==> config.mk <==
export PLATFORM = sky130hd
export DESIGN_NAME = dmem_arbiter
export DESIGN_NICKNAME = d
export VERILOG_FILES = /design/src/rtl/dmem_arbiter.sv
export SDC_FILE = /design/constraint.sdc
export NUM_CORES = 1
export LEC_CHECK = 0
export BUFFER_PORTS_ARGS = -buffer_cell sky130_fd_sc_hd__buf_4
export CORE_AREA = 2 2 107 109
export CTS_BUF_LIST = sky130_fd_sc_hd__clkbuf_16
export CTS_CLUSTER_DIAMETER = 50
export DETAILED_ROUTE_END_ITERATION = 12
export DIE_AREA = 0 0 109 111
export GPL_TIMING_DRIVEN = 0
export PLACE_DENSITY = 0.76
export SETUP_SLACK_MARGIN = 0.02
export SLEW_MARGIN = 5
export SYNTH_ARGS = -nofsm -noshare
export SYNTH_HDL_FRONTEND = slang
export SYNTH_SLANG_ARGS = --single-unit
export TNS_END_PERCENT = 30
==> constraint.sdc <==
create_clock -name clk -period 2.85 [get_ports clk]
set_clock_uncertainty 0.2 [all_clocks]
set_input_delay 0.285 -clock clk [delete_from_list [all_inputs] [get_ports clk]]
set_output_delay 0.285 -clock clk [all_outputs]
set_load 0.02 [all_outputs]
==> src/rtl/dmem_arbiter.sv <==
// Two-requester data-memory arbiter: core port 0 and loader/debug port 1.
// Define DMEM_ARB_RR_EN for round-robin; the default build is fixed priority.
module dmem_arbiter #(
    parameter int AW = 8
) (
    input  logic          clk,
    input  logic          rst,
    input  logic          req0,
    input  logic          we0,
    input  logic [31:0]   addr0,
    input  logic [31:0]   wdata0,
    output logic          done0,
    output logic          err0,
    output logic [31:0]   rdata0,
    input  logic          req1,
    input  logic          we1,
    input  logic [31:0]   addr1,
    input  logic [31:0]   wdata1,
    output logic          done1,
    output logic          err1,
    output logic [31:0]   rdata1,
    output logic          stall0,
    output logic          mem_en,
    output logic          mem_we,
    output logic [AW-1:0] mem_addr,
    output logic [31:0]   mem_wdata,
    input  logic [31:0]   mem_rdata
);

    typedef enum logic [1:0] {
        IDLE,
        ISSUE,
        RESP
    } state_t;

    state_t      state;
    state_t      state_nx;
    logic        owner;
    logic        owner_nx;
    logic        grant;
    logic        any_req;
    logic        take;
    logic        lat_we;
    logic [31:0] lat_addr;
    logic [31:0] lat_wdata;
    logic        bad;
    logic        do_mem;
    logic        resp;
    logic [31:0] rsp_data;

    assign any_req = req0 | req1;
    assign take    = (state == IDLE) && any_req;

`ifdef DMEM_ARB_RR_EN
    logic rr_last;

    // On conflict the requester that did not win last time goes first.
    always_comb begin
        grant = 1'b0;
        if (req0 && req1) begin
            grant = ~rr_last;
        end else if (req1) begin
            grant = 1'b1;
        end
    end

    always_ff @(posedge clk) begin
        if (rst) begin
            rr_last <= 1'b1;
        end else if (take) begin
            rr_last <= grant;
        end
    end
`else
    always_comb begin
        grant = ~req0;
    end
`endif

    always_comb begin
        state_nx = state;
        owner_nx = owner;
        unique case (state)
            IDLE: begin
                if (any_req) begin
                    state_nx = ISSUE;
                    owner_nx = grant;
                end
            end
            ISSUE: begin
                state_nx = RESP;
            end
            RESP: begin
                state_nx = IDLE;
            end
            default: begin
                state_nx = IDLE;
            end
        endcase
    end

    always_ff @(posedge clk) begin
        if (rst) begin
            state <= IDLE;
            owner <= 1'b0;
        end else begin
            state <= state_nx;
            owner <= owner_nx;
        end
    end

    // Fields are captured once at grant; later changes are ignored.
    always_ff @(posedge clk) begin
        if (rst) begin
            lat_we    <= 1'b0;
            lat_addr  <= '0;
            lat_wdata <= '0;
        end else if (take) begin
            lat_we    <= grant ? we1 : we0;
            lat_addr  <= grant ? addr1 : addr0;
            lat_wdata <= grant ? wdata1 : wdata0;
        end
    end

    assign bad = (lat_addr[1:0] != 2'b00)
               || (lat_addr[31:AW+2] != '0);

    // rst gating keeps an aborted store from reaching the array.
    assign do_mem    = (state == ISSUE) && !bad && !rst;
    assign mem_en    = do_mem;
    assign mem_we    = do_mem & lat_we;
    assign mem_addr  = do_mem ? lat_addr[AW+1:2] : '0;
    assign mem_wdata = do_mem ? lat_wdata : '0;

    assign resp     = (state == RESP) && !rst;
    assign rsp_data = (lat_we || bad) ? 32'h0 : mem_rdata;

    assign done0  = resp && !owner;
    assign done1  = resp && owner;
    assign err0   = done0 && bad;
    assign err1   = done1 && bad;
    assign rdata0 = done0 ? rsp_data : 32'h0;
    assign rdata1 = done1 ? rsp_data : 32'h0;

    assign stall0 = req0 && !done0;

endmodule

==> impl_metrics.yaml <==
timing:
  period_share: 0.932
  max-slew-margin-rel: 0.516
  fin_setup_tns_ns: 0
  worst_pin_slew_ns: 0.726
  fmax_mhz: 376
  final-setup-viol-count: 0
  holdWs_ns: 0.120
  finalCriticalPeriod_ns: 2.66
  final_hold_viol_count: 0
  maxSlewViolCount: 0
  rsz0062_at_grt: "yes"
setup_path:
  critPathLaunchType: "flip-flop"
  r2r_start: "state[1]"
  critPathLaunch: "lat_addr[11]"
  cp_max_fo: 10
  worst-endpoint-required_ns: 2.37
  arrival_ns: 2.17
  endpoint_kind: "output port"
  worstSetupPathType: "reg2out"
synthesis:
  synth_top_family_by_area: "simple AND/OR/NAND/NOR gates"
  ys_warn_count: 0
  syn_inst: 601
  ys_seq_elements: 68
  synthSimpleGateAreaFrac: 0.271
  yosys.area_share.adder: 0
  yosys.cell_types.count: 22
  synth_nets: 767
  netlist_area_um2: 4570
  synth_compound_area_frac: 0.217
  ys_seq_area_frac: 0.298
  synth_area_per_cell_um2: 7.61
  synth-xor-area-share: 0
  synth.area.mux_share: 0.142
drt:
  drt_iter0_drc: 443
  routedWlPerCell_um: 15.7
  via_per_inst: 5.30
  drtPass1Iterations: 4
  vias: 5505
  routed_wl_um: 16300
  drc_errors: 0
  drtAntennaViolNets: 0
die:
  die_area_um2: 12100
  initial_core_util: 0.413
  std_cell_rows: 39
  coreArea_um2: 11100
  die_x_um: 109
  boundaryPins: 277
  dieHeight_um: 111
cells_and_area:
  final_cell_mix: "buf_4, nand2_1, nor3_1"
  nets: 1057
  final_common_cell: "buf_4"
  n_antenna_cell: 0
  drive_gt1_frac: 0.385
  area_delta_synth_final_pct: 56.5
grt:
  grt_usage: 0.263
  grt_pass1_wl_um: 25800
  grt_max_degree: 13
  grt_overflow: 0
  antenna_found_initial: 0
  first_global_vias: 5340
power_and_ir_drop:
  powerDensity_nw_per_um2: 422
  leakage_uw: 0.00301
  peakVddDrop_mv: 0.325
  total_power_uw: 3020
placement:
  place.gp.congestion: 0.875
  portBuffers: 274
  hpwl_um: 12800
cts:
  ctsRootBufferMaster: "clkbuf_16"
  clk_latency_ns: 0.32
  cts_buffer_depth: 2
  path_clk_slew_ns: 0.06
  h-tree-depth: 3
  cts_tree: "built"
  cts_buffers: 9
  clkSinkCount: 68
run_status:
  status: "completed"
job:
  drv_cap: 0
hold_path:
  hp-start: "addr1[12]"
  hp-class: "in2reg"
-- critical path: stages, from the launching register on --
cell	delay, ns
dfxtp_1	0.32
nor4_1	0.39
nand2_2	0.16
clkbuf_1	0.24
clkbuf_1	0.27
nor3_1	0.28
buf_4	0.19
-- cell usage after synthesis --
library cell	instances	area [um2]
nor4_1	6	37.5
nand2_1	106	398
a211oi_1	36	270
nor3_1	105	526
buf_6	4	45.0
dfxtp_1	68	1360
a21oi_1	66	330
mux2i_1	65	651
buf_1	5	18.8
buf_2	14	70.1
nor3b_1	1	7.51
a211oi_2	30	375
nor3b_2	1	12.5
and2_1	1	6.26
o21a_1	2	15.0
nand4_1	1	6.26
nor4bb_1	1	10.0
clkbuf_1	52	195
nor2b_1	34	213
nor2_1	1	3.75
nor4b_2	1	15.0
or2_1	1	6.26
-- path summary, 6_finish.rpt --
| check | endpoint | slack [ns] | cells past startpoint |
|---|---|---|---|
| max | rdata1[29] | 0.19 | 6 |
| min | lat_addr[12] | 0.12 | 3 |
| max reg2reg | lat_wdata[13] | 0.77 | 5 |
| min reg2reg | lat_addr[29] | 0.32 | 2 |
-- cell type report --
| class | count | area [um2] |
|---|---|---|
| fillers | 995 | 3920 |
| multi-input cells | 458 | 2900 |
| repair buffers | 279 | 2090 |
| flip-flops and latches | 68 | 1360 |
| plain buffers | 75 | 330 |
| clock buffers | 9 | 225 |
| well taps | 143 | 179 |
| clock inverters | 7 | 67.6 |
-- routing by layer --
layer | up-vias | part of all wire | global-route usage
met1 | 2530 | 0.39 | 0.310
met2 | 226 | 0.51 | 0.485
met4 | 0 | 0.016 | 0.0675
li1 | 2725 | - | -
met3 | 24 | 0.078 | 0.0435
met5 | - | 0 | 0
-- sequential cells by signal, indices dropped and copies added, names as in the netlist --
name,flops
state,2
lat_addr,32
owner,1
lat_wdata,32
lat_we,1
-- kinds of logic (layout without fill, tap and decap cells) --
group / count (synthesis) / after routing
compound gates: 134 / 134
buf+inv: 75 / 370
flops: 68 / 68
mux: 65 / 65
simple gates: 259 / 259
-- metrics by stage --
stage,instances,util,instance area (um2),setup WS (ns)
final,1039,0.646,7160,0.194
after detailed placement,1018,0.615,6810,0.0926
after floorplan,601,-,4570,0.550
after CTS,1037,0.643,7130,0.0243
after global routing,1039,0.646,7160,0.0232
after global placement,1018,0.615,6810,0.0746
-- timing repair --
item                                    in CTS  in global routing
hold buffers                                 0                  0
endpoints found under the setup margin     104                 40
resized for setup                            1                  4
buffers inserted                             3                  2
pin swaps                                    1                  1
-- where the power goes --
group / internal, uW / switching, uW / total [uW]
logic: 375 / 444 / 819
clock network: 672 / 406 / 1080
registers: 1060 / 62.8 / 1130
total: 2110 / 913 / 3020
Note: power is estimated with default switching activity, not from simulation.
